**config.mk**
```make
export PLATFORM = sky130hd
export DESIGN_NAME = toggle_event_receiver
export DESIGN_NICKNAME = d
export VERILOG_FILES = /design/src/rtl/toggle_event_receiver_pkg.sv /design/src/rtl/toggle_sync.sv /design/src/rtl/toggle_event_receiver.sv
export SDC_FILE = /design/constraint.sdc
export NUM_CORES = 1
export LEC_CHECK = 0
export ABC_AREA = 0
export CORE_MARGIN = 1
export CORE_UTILIZATION = 30
export DETAILED_ROUTE_END_ITERATION = 12
export PLACE_DENSITY = 0.62
export SLEW_MARGIN = 15
export SYNTH_ARGS = -nofsm -noshare
export SYNTH_HDL_FRONTEND = slang
export SYNTH_SLANG_ARGS = --single-unit
```
**constraint.sdc**
```tcl
create_clock -name clk -period 4 [get_ports clk]
set_input_delay 1 -clock clk [delete_from_list [all_inputs] [get_ports clk]]
set_output_delay 1 -clock clk [all_outputs]
set_load 0.005 [all_outputs]
```
**src/rtl/toggle_event_receiver_pkg.sv**
```systemverilog
// Shared FSM encodings and default sizing for the toggle-event receiver.
// No logic; latency and backpressure are defined by the modules that import it.
package toggle_event_receiver_pkg;

  typedef enum logic [1:0] {
    ST_IDLE    = 2'd0,
    ST_PENDING = 2'd1,
    ST_LOST    = 2'd2
  } state_t;

  localparam int DEF_SYNC_STAGES = 2;
  localparam int DEF_CNT_W       = 8;

endpackage

```
**src/rtl/toggle_sync.sv**
```systemverilog
// SYNC_STAGES-deep flop chain bringing a toggle line into clk; level is the last stage.
// Latency SYNC_STAGES cycles from capture; no backpressure, the line is sampled every cycle.
module toggle_sync
  import toggle_event_receiver_pkg::*;
#(
  parameter int SYNC_STAGES = DEF_SYNC_STAGES
) (
  input  logic clk,
  input  logic rst,
  input  logic toggle_in,
  output logic level
);

  logic [SYNC_STAGES-1:0] r_sync;

  always_ff @(posedge clk) begin
    if (!rst) begin
      r_sync <= '0;
    end else begin
      r_sync[0] <= toggle_in;
      for (int i = 1; i < SYNC_STAGES; i++) begin
        r_sync[i] <= r_sync[i-1];
      end
    end
  end

  assign level = r_sync[SYNC_STAGES-1];

endmodule

```
**src/rtl/toggle_event_receiver.sv**
```systemverilog
// Turns each flip of a toggle line into a pulse, a wrapping count and a valid/ack event.
// Pulse/count/FSM update SYNC_STAGES edges after capture; an unacked event plus a new one flags overrun.
module toggle_event_receiver
  import toggle_event_receiver_pkg::*;
#(
  parameter int SYNC_STAGES = DEF_SYNC_STAGES,
  parameter int CNT_W       = DEF_CNT_W
) (
  input  logic             clk,
  input  logic             rst,
  input  logic             toggle_in,
  output logic             level,
  output logic             pulse,
  output logic             evt_valid,
  input  logic             evt_ack,
  output logic [CNT_W-1:0] evt_count,
  output logic             overrun,
  input  logic             clr_overrun
);

  logic             w_level;
  logic             w_edge;
  logic             w_set_ovr;
  logic             r_prev;
  logic             r_pulse;
  logic             r_overrun;
  logic [CNT_W-1:0] r_count;
  state_t           r_state;
  state_t           w_next;

  toggle_sync #(
    .SYNC_STAGES(SYNC_STAGES)
  ) u_sync (
    .clk      (clk),
    .rst      (rst),
    .toggle_in(toggle_in),
    .level    (w_level)
  );

  assign w_edge = w_level ^ r_prev;

  always_ff @(posedge clk) begin
    if (!rst) begin
      r_prev    <= 1'b0;
      r_pulse   <= 1'b0;
      r_count   <= '0;
      r_overrun <= 1'b0;
      r_state   <= ST_IDLE;
    end else begin
      r_prev  <= w_level;
      r_pulse <= w_edge;
      r_state <= w_next;
      if (w_edge) begin
        r_count <= r_count + CNT_W'(1);
      end
      // A new drop in the same cycle as a clear must stay visible.
      if (w_set_ovr) begin
        r_overrun <= 1'b1;
      end else if (clr_overrun) begin
        r_overrun <= 1'b0;
      end
    end
  end

  always_comb begin
    w_next    = r_state;
    w_set_ovr = 1'b0;
    case (r_state)
      ST_IDLE: begin
        if (w_edge) w_next = ST_PENDING;
      end
      ST_PENDING: begin
        if (w_edge) begin
          if (!evt_ack) begin
            w_next    = ST_LOST;
            w_set_ovr = 1'b1;
          end
        end else if (evt_ack) begin
          w_next = ST_IDLE;
        end
      end
      ST_LOST: begin
        if (w_edge) begin
          w_set_ovr = 1'b1;
          w_next    = evt_ack ? ST_PENDING : ST_LOST;
        end else if (evt_ack) begin
          w_next = ST_IDLE;
        end
      end
      default: w_next = ST_IDLE;
    endcase
  end

  assign level     = w_level;
  assign pulse     = r_pulse;
  assign evt_valid = (r_state == ST_PENDING) || (r_state == ST_LOST);
  assign evt_count = r_count;
  assign overrun   = r_overrun;

endmodule

```
**Yosys cells after proc, flatten, opt, wreduce, memory -nomap -nowiden**

Index checks and enable logic that the tools add are counted.

- Add/subtract/negate cells: 1
- Equality and inequality tests: 4
- Mux-type cells: 13
- Bitwise gates (word level): 1
- Reductions and logical operators: 4

Operators by type and width:

| cell | number |
|---|---|
| $mux 2 | 6 |
| $add 8x1->8 const B | 1 |
| $pmux 2 s3 | 1 |
| $mux 1 | 5 |
| $ne 3x3->1 const B | 1 |
| $eq 2x1->1 const B | 1 |
| $eq 2x2->1 const B | 1 |
| $logic_not 2->1 | 1 |
| $ne 2x2->1 const B | 1 |
| $pmux 1 s2 | 1 |
| $reduce_and 2->1 | 1 |
| $reduce_bool 2->1 | 1 |
| $logic_or 1x1->1 | 1 |
| $xor 1x1->1 | 1 |

- Register bits: 15
- Output and inout port bits: 12
- Logic and storage cells: 29

**Logic depth before layout (Yosys ltp)**

- Depth after elaboration: 4
- Gate-level depth with buffers: 6
- Depth with buffers taken out: 6

**Cells and area by module**

A second synthesis with hierarchy kept.

- Cell total of the unflattened synthesis: 71
- Area, all modules: 683.2 sq um

Modules (own cells, without submodules):

| module | times used | cells an instance | area each (sq um) | sequential area each (sq um) |
|---|---|---|---|---|
| toggle_event_receiver | 1 | 67 | 630.6 | 260.2 |
| toggle_sync | 1 | 4 | 52.6 | 40.0 |

**Least setup slack after synthesis**

No wires, ideal clock.

- Kind: flip-flop to output port
- Start point: register r_state[0]
- End point: output evt_valid
- Data arrival time: 0.731 ns
- Required time: 3.000 ns
- Path slack: 2.269 ns
- Cell stages (with the launch flop): 3
- Path buffers: 0
- Path through: dfxtp_1 > inv_1 > ha_1

- Longest elaborated chain between the ends: 2
- Elaborated cells on any way between the ends: 3
- Classes of those cells: 2 x eq/ne; 1 x reduce/logical

Ends and longest elaborated chain:

| item | RTL line | source |
|---|---|---|
| start, declared | toggle_event_receiver.sv:28 | `state_t r_state;` |
| start signal, assigned | toggle_event_receiver.sv:52 | `r_state <= w_next;` |
| $eq 2x1->1 / $eq 2x2->1 (equally long branches) | toggle_event_receiver.sv:96 | `assign evt_valid = (r_state == ST_PENDING) \|\| (r_state == ST_LOST);` |
| $logic_or 1x1->1 (*) | toggle_event_receiver.sv:96 |  |
| end, declared | toggle_event_receiver.sv:14 | `output logic evt_valid,` |

Mark *: on every way between the ends. The rest lies on a longest branch, timed or not.

**Worst setup path after layout**

Same ends and word-level chain as after synthesis.

==> qor.yml <==
outcome:
  outcome: "finished clean"
critical_path:
  worst_path_max_delay_cell: "sky130_fd_sc_hd__clkdlybuf4s50_1"
  worst-r2r-cell-count: 4
  critical_path_depth: 3
  worst_path_dominant_cell_family: "buffers and inverters"
  worst-r2r-setup-slack_ns: 2.25
  critical_path_startpoint_category: "register"
  critical_path.reg2reg.startpoint: "u_sync.r_sync[1]$_SDFF_PN0_"
  cp.arrival_ns: 1.56
  r2r_end: "r_state[1]$_SDFFE_PN0P_"
  path_cells: "inv_1, ha_1, clkdlybuf4s50_1"
  crit_path_end: "evt_valid"
  critPathMaxStageDelay_ns: 0.50
  worstPathRequired_ns: 3.00
  crit_path_start: "r_state[0]$_SDFFE_PN0P_"
  timing.critical_path.to_type: "output port"
  path_buf_inv: 2
  worstSetupPathType: "register to output port"
  critPathMaxFanout: 4
synthesis:
  postSynthRegisterBits: 15
  seq_area_frac_synth_pct: 42.1
  synth.distinct_cells: 26
  synth_largest_type_area_fraction_pct: 42.1
  synthesis.nets: 81
  synth_cells: 71
  ys_top_cells_by_area: "sky130_fd_sc_hd__dfxtp_1 (42%), sky130_fd_sc_hd__ha_1 (8.8%), sky130_fd_sc_hd__xor2_1 (7.4%), sky130_fd_sc_hd__nor2_1 (4.7%), sky130_fd_sc_hd__nand4_4 (3.0%)"
  area_of_the_mapped_netlist_um2: 713
  synthesis.area_per_instance_um2: 10.0
  synthDominantAreaCellType: "sky130_fd_sc_hd__dfxtp_1"
  yosys_warnings: 0
route:
  detail_route.wirelength_mm: 1.21
  drc_errors: 0
  ant_nets: 0
  drt_iter0_drcs: 6
  routedWlPerCell_um: 10.3
  drt_first_pass_iters: 2
  dr_total_vias: 540
  route.detailed.vias_per_inst: 4.62
clocking:
  clock_latency_ns: 0.28
  number_of_h_tree_levels: 1
  cts_sinks: 15
  ctsRootBufferMaster: "sky130_fd_sc_hd__clkbuf_4"
  cts.clk_slew.worst_paths_ns: 0.09
  number_of_buffers_added_by_the_clock_tree_synthesis_step: 3
  cts.hold.buffers_added: 0
  cts_max_path_buffers: 2
  clock_tree_from_tritoncts: "done"
  postCtsResizedCells: 0
  cts.repair_timing.setup_buffer_count: 0
sta:
  maxSlewViolCount: 0
  timing.slew.headroom_pct: 48.0
  rsz_0062_raised_after_global_routing: "false"
  total_of_endpoints_with_negative_setup_slack_in_the_final_report: 0
  finalClockSkew_ns: 0.00385
  aggregate_negative_setup_slack_ns: 0
  max_slew.worst_pin.slew_ns: 0.780
  maxClockFrequency_ghz: 0.390
  report.final.hold_viol_count: 0
  finalCritPeriodShare_pct: 64.1
  final.min_clock_period_ns: 2.56
power_and_ir_drop:
  power_uw: 322
  power_per_cell_area_nw_per_um2: 353
  power.ir.vdd_worst_mv: 0.277
  total_leakage_power_uw: 0.000382
die:
  floorplan.die_area_um2: 2580
  chipHeight_um: 50.8
  initial_utilization_pct: 31.9
  core_area_um2: 2230
  boundaryPins: 17
  placementRows: 17
  die_width_um: 50.8
worst_hold_path:
  hold_path_startpoint: "u_sync.r_sync[0]$_SDFF_PN0_"
  holdCritPathClass: "register to register"
place:
  hpwlAfterDp_um: 875
  gpl.final_weighted_congestion: 0.747
  place.port_buffers: 16
global_route:
  first_global_vias: 500
  grt_max_degree: 16
  sum_of_overflow_across_all_layers_after_global_routing: 0
  antenna_violations_before_repair: 0
  grt_pass1_wl_mm: 2.09
  overall_fraction_of_global_route_tracks_in_use_pct: 11.0
layout:
  flow.area_growth_from_synthesis_pct: 27.9
  final_cell_mix: "sky130_fd_sc_hd__clkdlybuf4s50_1 (16), sky130_fd_sc_hd__dfxtp_1 (15), sky130_fd_sc_hd__nor2_1 (9), sky130_fd_sc_hd__xor2_1 (6), sky130_fd_sc_hd__ha_1 (5)"
  antenna-diode-count: 0
  nets: 100
  final_common_cell: "sky130_fd_sc_hd__clkdlybuf4s50_1"
  fraction_of_layout_cells_with_a_size_suffix_above_1_pct: 11.2
flow_run:
  max_cap_viol_count: 0
[per-layer routing]
| layer | track usage [%] | share of wire (%) |
|---|---|---|
| met1 | 14.9 | 51 |
| met2 | 15.3 | 42 |
| met5 | 0 | 0 |
| met3 | 5.45 | 5.6 |
| met4 | 2.78 | 1.0 |
[flip-flops by register name, indices dropped and copies added, names as in the netlist]
name and cells:
r_prev 1, r_state 2, overrun 1, evt_count 8
pulse 1, u_sync.r_sync 2
[area by class of cell]
type | count | area, µm²
clock buffers | 3 | 22.5
clock inverters | 1 | 5.00
fillers | 230 | 1320
inverters | 4 | 15.0
multi-input cells | 50 | 374
flip-flops and latches | 15 | 300
well taps | 28 | 35.0
repair buffers | 16 | 160
[cells in the mapped netlist, drive strengths merged]
| cell type | number |
|---|---|
| a311oi | 1 |
| o21ai | 1 |
| nor4 | 1 |
| nand3 | 1 |
| ha | 5 |
| mux2i | 2 |
| and3 | 2 |
| inv | 4 |
| and2 | 5 |
| o41ai | 1 |
| dlymetal6s2s | 1 |
| nor2b | 1 |
| nand2b | 1 |
| nand2 | 4 |
| nand4 | 4 |
| xor2 | 7 |
| buf | 1 |
| o211ai | 1 |
| dfxtp | 15 |
| nor2 | 9 |
| a21oi | 2 |
| nor3 | 2 |
[metrics by stage]
| step | hold WS (ns) | std cells | area [µm²] | utilization, % | setup slack [ns] |
|---|---|---|---|---|---|
| floorplan | 0.412 | 71 | 713 | - | 2.27 |
| global placement | 0.415 | 113 | 885 | 39.6 | 1.77 |
| detailed placement | 0.432 | 113 | 885 | 39.6 | 1.73 |
| CTS | 0.453 | 117 | 912 | 40.8 | 1.43 |
| global route | 0.462 | 117 | 912 | 40.8 | 1.32 |
| finish | 0.445 | 117 | 912 | 40.8 | 1.44 |
[worst register-to-register path, stage by stage (launching register included)]
cell and delay [ns]:
sky130_fd_sc_hd__dfxtp_1 0.39, sky130_fd_sc_hd__xor2_2 0.64, sky130_fd_sc_hd__mux2i_1 0.43, sky130_fd_sc_hd__nand2_1 0.09, sky130_fd_sc_hd__a21oi_1 0.14
[how the worst min path moves through the flow]
stage	endpoint	slack, ns	depth (start not counted)
3_3_place_gp	u_sync.r_sync[1]$_SDFF_PN0_	0.41	1
2_1_floorplan	u_sync.r_sync[1]$_SDFF_PN0_	0.41	1
4_1_cts	u_sync.r_sync[1]$_SDFF_PN0_	0.45	1
6_report	u_sync.r_sync[1]$_SDFF_PN0_	0.45	1
5_1_grt	u_sync.r_sync[1]$_SDFF_PN0_	0.46	1
3_5_place_dp	u_sync.r_sync[1]$_SDFF_PN0_	0.43	1
[report_power, final]
group	internal [µW]	leakage (µW)	switching [µW]
logic	36.0	0.000243	36.6
clock network	37.1	0.0000177	47.3
registers	157	0.000122	7.64
total	230	0.000382	91.5
[cell families (layout without fill, tap and decap cells)]
group                    after synthesis  after routing  synth area share, %
AND/OR/NAND/NOR                       30             30                 24.6
buffers and inverters                  6             24                 5.44
AO/OA/AOI/OAI                          6              6                 6.67
multiplexers                           2              2                 2.81
XOR/XNOR                               7              7                 9.65
adder cells (fa/ha/maj)                5              5                 8.77
flip-flops                            15             15                 42.1
Note: power is estimated with default switching activity, not from simulation.
